==> config.mk <==
export PLATFORM = sky130hd
export DESIGN_NAME = projectile_pool
export DESIGN_NICKNAME = d
export VERILOG_FILES = /design/src/rtl/projectile_pool.sv
export SDC_FILE = /design/constraint.sdc
export NUM_CORES = 2
export LEC_CHECK = 0
export ABC_CLOCK_PERIOD_IN_PS = 20400
export CORE_ASPECT_RATIO = 2
export CORE_MARGIN = 10
export CORE_UTILIZATION = 50
export DETAILED_ROUTE_END_ITERATION = 8
export PLACE_DENSITY_LB_ADDON = 0.15
export SETUP_SLACK_MARGIN = 0.1
export SYNTH_ARGS = -nofsm -noshare
export SYNTH_HDL_FRONTEND = slang
export SYNTH_SLANG_ARGS = --single-unit
==> constraint.sdc <==
create_clock -name clk -period 20.4 [get_ports clk]
set_input_delay 5.1 -clock clk [delete_from_list [all_inputs] [get_ports clk]]
set_output_delay 5.1 -clock clk [all_outputs]
set_load 0.01 [all_outputs]
==> src/rtl/projectile_pool.sv <==
// projectile_pool
//   Pool of N_SLOTS independent projectiles for the arcade top level.
//   Fire requests arrive over a valid/ready handshake and are rate-limited
//   by a tick-based cooldown. On each move tick every active slot is first
//   checked against the enemy boxes, then bounds-checked, then moved.
//
// Ports
//   clk, rst_n          : clock, asynchronous active-low reset
//   tick                : one-cycle move/collision enable
//   clear               : synchronous clear of slots, score and cooldown
//   fire_valid/ready    : fire request handshake
//   fire_x/y, fire_dx/dy: spawn position and signed per-tick velocity
//   tgt_x/y, tgt_active : flattened enemy top-left corners and valid bits
//   slot_active/x/y     : flattened slot state for the renderer
//   hit_valid, hit_mask : one-cycle hit pulse and the claimed targets
//   score               : saturating hit count
//   sfx_trig            : one-cycle pulse per loaded fire
//
// Handshake: a request transfers on a clock edge where fire_valid and
// fire_ready are both high. fire_ready is a function of registered state
// only and never looks at fire_valid. A transferred request with zero
// velocity is consumed and dropped.
module projectile_pool #(
  parameter int N_SLOTS   = 4,
  parameter int N_TARGETS = 10,
  parameter int COORD_W   = 10,
  parameter int VEL_W     = 6,
  parameter int SCR_W     = 640,
  parameter int SCR_H     = 480,
  parameter int MARGIN    = 5,
  parameter int BUL_W     = 5,
  parameter int BUL_H     = 10,
  parameter int TGT_SZ    = 20,
  parameter int COOLDOWN  = 3,
  parameter int SCORE_MAX = 99
) (
  input  logic                           clk,
  input  logic                           rst_n,
  input  logic                           tick,
  input  logic                           clear,
  input  logic                           fire_valid,
  output logic                           fire_ready,
  input  logic [COORD_W-1:0]             fire_x,
  input  logic [COORD_W-1:0]             fire_y,
  input  logic [VEL_W-1:0]               fire_dx,
  input  logic [VEL_W-1:0]               fire_dy,
  input  logic [N_TARGETS*COORD_W-1:0]   tgt_x,
  input  logic [N_TARGETS*COORD_W-1:0]   tgt_y,
  input  logic [N_TARGETS-1:0]           tgt_active,
  output logic [N_SLOTS-1:0]             slot_active,
  output logic [N_SLOTS*COORD_W-1:0]     slot_x,
  output logic [N_SLOTS*COORD_W-1:0]     slot_y,
  output logic                           hit_valid,
  output logic [N_TARGETS-1:0]           hit_mask,
  output logic [7:0]                     score,
  output logic                           sfx_trig
);

  localparam int CW1  = COORD_W + 1;
  localparam int CD_W = (COOLDOWN < 1) ? 1 : $clog2(COOLDOWN + 1);

  localparam logic [COORD_W-1:0] LO_C  = COORD_W'(MARGIN);
  localparam logic [COORD_W-1:0] X_MAX = COORD_W'(SCR_W - MARGIN);
  localparam logic [COORD_W-1:0] Y_MAX = COORD_W'(SCR_H - MARGIN);
  localparam logic [CW1-1:0]     BW_E  = CW1'(BUL_W);
  localparam logic [CW1-1:0]     BH_E  = CW1'(BUL_H);
  localparam logic [CW1-1:0]     TS_E  = CW1'(TGT_SZ);

  logic [N_SLOTS-1:0]   active_q, active_d;
  logic [COORD_W-1:0]   x_q [N_SLOTS];
  logic [COORD_W-1:0]   x_d [N_SLOTS];
  logic [COORD_W-1:0]   y_q [N_SLOTS];
  logic [COORD_W-1:0]   y_d [N_SLOTS];
  logic [VEL_W-1:0]     dx_q [N_SLOTS];
  logic [VEL_W-1:0]     dx_d [N_SLOTS];
  logic [VEL_W-1:0]     dy_q [N_SLOTS];
  logic [VEL_W-1:0]     dy_d [N_SLOTS];
  logic [CD_W-1:0]      cd_q, cd_d;
  logic [7:0]           score_q, score_d;
  logic                 hit_valid_q, hit_valid_d;
  logic [N_TARGETS-1:0] hit_mask_q, hit_mask_d;
  logic                 sfx_q, sfx_d;

  logic [N_TARGETS-1:0] claimed;
  logic [7:0]           hit_cnt;
  logic [8:0]           score_sum;
  logic                 slot_claim;
  logic                 fire_load;
  logic                 free_found;

  // Box overlap, with sums one bit wider than the coordinates.
  function automatic logic overlaps(input logic [COORD_W-1:0] sx, input logic [COORD_W-1:0] sy,
                                    input logic [COORD_W-1:0] tx, input logic [COORD_W-1:0] ty);
    logic [CW1-1:0] sxe, sye, txe, tye;
    sxe = {1'b0, sx};
    sye = {1'b0, sy};
    txe = {1'b0, tx};
    tye = {1'b0, ty};
    return (sxe + BW_E > txe) && (sxe < txe + TS_E) &&
           (sye + BH_E > tye) && (sye < tye + TS_E);
  endfunction

  function automatic logic in_bounds(input logic [COORD_W-1:0] px, input logic [COORD_W-1:0] py);
    return (px >= LO_C) && (px <= X_MAX) && (py >= LO_C) && (py <= Y_MAX);
  endfunction

  assign fire_ready = (cd_q == '0) && !(&active_q);

  always_comb begin
    active_d    = active_q;
    x_d         = x_q;
    y_d         = y_q;
    dx_d        = dx_q;
    dy_d        = dy_q;
    cd_d        = cd_q;
    claimed     = '0;
    hit_cnt     = '0;
    slot_claim  = 1'b0;
    free_found  = 1'b0;
    fire_load   = fire_valid && fire_ready && ((fire_dx != '0) || (fire_dy != '0));

    if (tick) begin
      // Slots are walked in index order so a lower slot claims a shared
      // target first; a slot whose overlaps are all taken keeps flying.
      for (int s = 0; s < N_SLOTS; s++) begin
        if (active_q[s]) begin
          slot_claim = 1'b0;
          for (int k = 0; k < N_TARGETS; k++) begin
            if (!slot_claim && tgt_active[k] && !claimed[k] &&
                overlaps(x_q[s], y_q[s], tgt_x[k*COORD_W +: COORD_W], tgt_y[k*COORD_W +: COORD_W])) begin
              claimed[k] = 1'b1;
              slot_claim = 1'b1;
            end
          end
          if (slot_claim || !in_bounds(x_q[s], y_q[s])) begin
            active_d[s] = 1'b0;
          end else begin
            x_d[s] = x_q[s] + {{(COORD_W-VEL_W){dx_q[s][VEL_W-1]}}, dx_q[s]};
            y_d[s] = y_q[s] + {{(COORD_W-VEL_W){dy_q[s][VEL_W-1]}}, dy_q[s]};
          end
        end
      end
      if (cd_q != '0) cd_d = cd_q - 1'b1;
    end

    for (int k = 0; k < N_TARGETS; k++) hit_cnt = hit_cnt + 8'(claimed[k]);
    score_sum = {1'b0, score_q} + {1'b0, hit_cnt};
    score_d   = (score_sum > 9'(SCORE_MAX)) ? 8'(SCORE_MAX) : score_sum[7:0];

    hit_valid_d = |claimed;
    hit_mask_d  = claimed;
    sfx_d       = fire_load;

    // Free slots are judged on pre-edge state, so a slot released by this
    // tick is not reused until the next cycle.
    if (fire_load) begin
      cd_d = CD_W'(COOLDOWN);
      for (int s = 0; s < N_SLOTS; s++) begin
        if (!free_found && !active_q[s]) begin
          free_found  = 1'b1;
          active_d[s] = 1'b1;
          x_d[s]      = fire_x;
          y_d[s]      = fire_y;
          dx_d[s]     = fire_dx;
          dy_d[s]     = fire_dy;
        end
      end
    end

    if (clear) begin
      active_d    = '0;
      cd_d        = '0;
      score_d     = '0;
      hit_valid_d = 1'b0;
      hit_mask_d  = '0;
      sfx_d       = 1'b0;
      for (int s = 0; s < N_SLOTS; s++) begin
        x_d[s]  = '0;
        y_d[s]  = '0;
        dx_d[s] = '0;
        dy_d[s] = '0;
      end
    end
  end

  always_ff @(posedge clk or negedge rst_n) begin
    if (!rst_n) begin
      active_q    <= '0;
      cd_q        <= '0;
      score_q     <= '0;
      hit_valid_q <= 1'b0;
      hit_mask_q  <= '0;
      sfx_q       <= 1'b0;
      for (int s = 0; s < N_SLOTS; s++) begin
        x_q[s]  <= '0;
        y_q[s]  <= '0;
        dx_q[s] <= '0;
        dy_q[s] <= '0;
      end
    end else begin
      active_q    <= active_d;
      cd_q        <= cd_d;
      score_q     <= score_d;
      hit_valid_q <= hit_valid_d;
      hit_mask_q  <= hit_mask_d;
      sfx_q       <= sfx_d;
      for (int s = 0; s < N_SLOTS; s++) begin
        x_q[s]  <= x_d[s];
        y_q[s]  <= y_d[s];
        dx_q[s] <= dx_d[s];
        dy_q[s] <= dy_d[s];
      end
    end
  end

  always_comb begin
    slot_x = '0;
    slot_y = '0;
    for (int s = 0; s < N_SLOTS; s++) begin
      slot_x[s*COORD_W +: COORD_W] = x_q[s];
      slot_y[s*COORD_W +: COORD_W] = y_q[s];
    end
  end

  assign slot_active = active_q;
  assign hit_valid   = hit_valid_q;
  assign hit_mask    = hit_mask_q;
  assign score       = score_q;
  assign sfx_trig    = sfx_q;

endmodule

==> impl_metrics.py <==
metrics = {
    "status": {
        "status": "finished, final reports clean",
    },
    "routing": {
        "wire_per_inst_um": 34.8,
        "vias": 52729,
        "dr.pass1.iters": 6,
        "vias_per_cell": 7.02,
        "drt_iter0_drc": 4428,
        "ant_nets": 0,
        "routed_wl_um": 261000,
        "drc": 0,
    },
    "worst_setup_path": {
        "reg2reg_from": "slot_y[11]",
        "r2r_end": "score[3]",
        "slowest_delay_ns": 0.92,
        "crit_path_end_kind": "flop",
        "rr_worst_depth": 37,
        "path_class": "in2reg",
        "cp-start-kind": "primary input",
        "cp.required_ns": 20.78,
        "rrSetupSlack_ns": 9.74,
        "slowest_stage": "a2111oi_2",
        "crit_fanout": 7,
        "arrival_ns": 14.44,
    },
    "clock_network": {
        "cts_tree": "built",
        "clkLatencyLatePin_ns": 0.44,
        "root_buffer": "clkbuf_16",
        "clock_sinks": 154,
        "cts_buffers": 17,
        "cts_setup_buffers": 0,
        "clk_path_buf_depth": 2,
        "ctsHoldBuffers": 0,
        "htree_num_levels": 4,
        "cts.clk_slew.worst_paths_ns": 0.07,
        "cts_resized": 0,
    },
    "floorplan": {
        "pin_count": 352,
        "die_area_mm2": 0.112,
        "core_mm2": 0.0973,
        "die_h_um": 463,
        "rows": 162,
        "start_util_pct": 50.4,
        "die_w_um": 241,
    },
    "timing": {
        "setup_viol": 0,
        "worst_slew_pin_slew_ns": 1.42,
        "worst_clock_skew_ns": 0.0146,
        "finalMaxSlewViolations": 0,
        "final_hold_viol_count": 0,
        "fin_tns_setup_ns": 0,
        "fin_crit_sh_pct": 68.9,
        "fin_hold_ws_ns": 0.529,
        "timing.slew.headroom_pct": 5.20,
        "max_freq_mhz": 71.1,
        "fin_crit_ns": 14.06,
        "rsz0062_at_grt": "no",
    },
    "grt": {
        "grt_overflow": 0,
        "grt_pass1_vias": 51953,
        "grt_pass1_wl_um": 367000,
        "grt_max_degree": 83,
        "grt_util_all_layers_pct": 45.6,
        "antenna_found_initial": 10,
    },
    "yosys": {
        "ys_warn_count": 0,
        "synth_edf_count": 0,
        "avgSynthCellArea_um2": 8.46,
        "syn_nets": 7731,
        "ys.flop_type": "dfrtp_1",
        "netlist_area_mm2": 0.0490,
        "ys_seq_area_share_pct": 7.86,
        "netlist_instances": 5794,
        "synth-async-reset-ratio_pct": 100,
        "ys_ff_latch": 154,
        "ys_types": 119,
    },
    "layout": {
        "multi_input_area_mm2": 0.0436,
        "fillers": 9098,
        "layout-drive-gt1-share_pct": 5.14,
        "synthToLayoutAreaGrowth_pct": 13.6,
        "nets": 8204,
        "seqCellArea_mm2": 0.00385,
    },
    "power": {
        "leakage_nw": 28.5,
        "irDropWorstVdd_uv": 54.3,
        "cellPowerDensity_mw_per_mm2": 49.1,
    },
    "placed_design": {
        "hpwl_um": 201000,
        "gp_congestion": 1.09,
        "portBuffers": 351,
    },
    "job": {
        "maxCapViolCount": 0,
    },
    "min_path": {
        "hold_path_depth": 2,
        "hp-class": "reg2reg",
        "hold_start": "dx_q[4]",
        "worstHoldEndpoint": "dx_q[4]",
    },
}
[placed cells by master, fill, tap and decap left out, types with 35 or more instances in the layout]
cell type	n
dfrtp_1	154
xor2_1	65
nand4_1	113
nor2b_1	131
o21ai_0	352
nand2_1	284
a211o_1	44
o2111ai_1	50
a211oi_1	129
a21o_1	161
o211ai_1	66
a2111oi_0	35
o21a_1	191
nand3_1	186
ha_1	1676
clkdlybuf4s50_1	349
nand2b_1	60
nor3_1	104
a31oi_1	52
o21bai_1	70
inv_1	318
xnor2_1	183
nor2_1	313
buf_4	193
a21oi_1	460
[cell usage after synthesis (23+ instances only)]
| cell | instances | area share [%] |
|---|---|---|
| ha_1 | 1676 | 43 |
| o211ai_1 | 66 | 1.0 |
| nor2_1 | 313 | 2.4 |
| a21oi_1 | 460 | 4.7 |
| o31ai_1 | 23 | 0.35 |
| xnor2_1 | 183 | 3.3 |
| nand2_1 | 284 | 2.2 |
| xor2_1 | 68 | 1.2 |
| a31oi_1 | 52 | 0.66 |
| nand3_1 | 186 | 1.9 |
| nand4_1 | 113 | 1.4 |
| clkbuf_1 | 60 | 0.46 |
| dfrtp_1 | 154 | 7.9 |
| nand2b_1 | 60 | 0.77 |
| mux2i_1 | 25 | 0.51 |
| o21ai_0 | 352 | 3.6 |
| nor3_1 | 107 | 1.1 |
| inv_1 | 318 | 2.4 |
| o2111ai_1 | 50 | 0.89 |
| a2111oi_0 | 38 | 0.68 |
| o21a_1 | 191 | 2.9 |
| a21o_1 | 161 | 2.5 |
| nor4_1 | 32 | 0.41 |
| o21bai_1 | 70 | 1.1 |
| a211o_1 | 44 | 0.79 |
| a311oi_1 | 26 | 0.46 |
| nor2b_1 | 131 | 1.7 |
| a211oi_1 | 129 | 2.0 |
[power by group]
group          internal (mW)  switching, mW  leakage, nW
combinational          0.736           1.31         26.1
sequential             0.331         0.0570         2.12
clock                  0.159          0.146        0.263
[critical path: cells and delay by family]
kind | cells | cell delay, ns
XOR/XNOR | 2 | 0.57
AO/OA/AOI/OAI | 12 | 3.67
adder cells (fa/ha/maj) | 7 | 2.55
buffers and inverters | 3 | 0.89
AND/OR/NAND/NOR | 11 | 1.64
[worst max-delay path by stage]
stage               startpoint       end  slack, ns  cells past startpoint
CTS                  tgt_x[22]  score[2]       6.48                     35
floorplan            tgt_x[12]  score[2]       8.08                     35
global route         tgt_x[22]  score[4]       5.85                     35
detailed placement   tgt_x[22]  score[3]       6.00                     35
global placement     tgt_x[22]  score[3]       6.09                     35
finish               tgt_x[22]  score[3]       6.34                     35
[kinds of logic after synthesis]
| logic type | share of synthesized area [%] |
|---|---|
| AOI/OAI and AO/OA | 25.7 |
| adders and majority gates | 43.4 |
| and+or+nand+nor | 14.7 |
| buffers and inverters | 3.33 |
| xor gates and xnor gates | 4.49 |
| DFF | 7.86 |
| muxes | 0.511 |
| other | 0.00765 |
[flip-flops by register name, indices dropped and copies added (netlist names)]
register and count:
slot_active 4, cd_q 2, hit_valid 1, dx_q 24, slot_y 40, sfx_trig 1
slot_x 40, score 8, dy_q 24, hit_mask 10
[routing by layer]
layer  share of wire, %  track usage [%]  wire length (um)  vias to the layer above
li1                   -                -                 -                    23250
met2                 44             71.6            114000                     3284
met5              0.025                0                66                        -
met1                 34             47.5             88500                    24731
met4                 13             48.1             35000                       10
met3                9.2             10.9             24100                     1454
[area by class of cell]
class	instances	share of cell area [%]
clock inverters	14	0.207
repair buffers	544	8.92
diodes	5	0.0225
inverters	318	2.14
well taps	1230	2.76
clock buffers	18	0.771
flip-flops and latches	154	6.92
multi-input cells	5232	78.3
[per-stage QoR]
| stage | cells | utilization, % | setup slack (ns) | power, mW | area (um^2) |
|---|---|---|---|---|---|
| after floorplan | 5794 | - | 8.08 | 1.51 | 49000 |
| after global placement | 7477 | 56.7 | 6.09 | 2.30 | 55100 |
| after detailed placement | 7477 | 56.7 | 6.00 | 2.34 | 55100 |
| after CTS | 7509 | 57.2 | 6.48 | 2.65 | 55700 |
| after global routing | 7512 | 57.2 | 5.85 | 2.90 | 55700 |
| final | 7515 | 57.2 | 6.34 | 2.74 | 55700 |
Power figures use the tool's default switching activity.
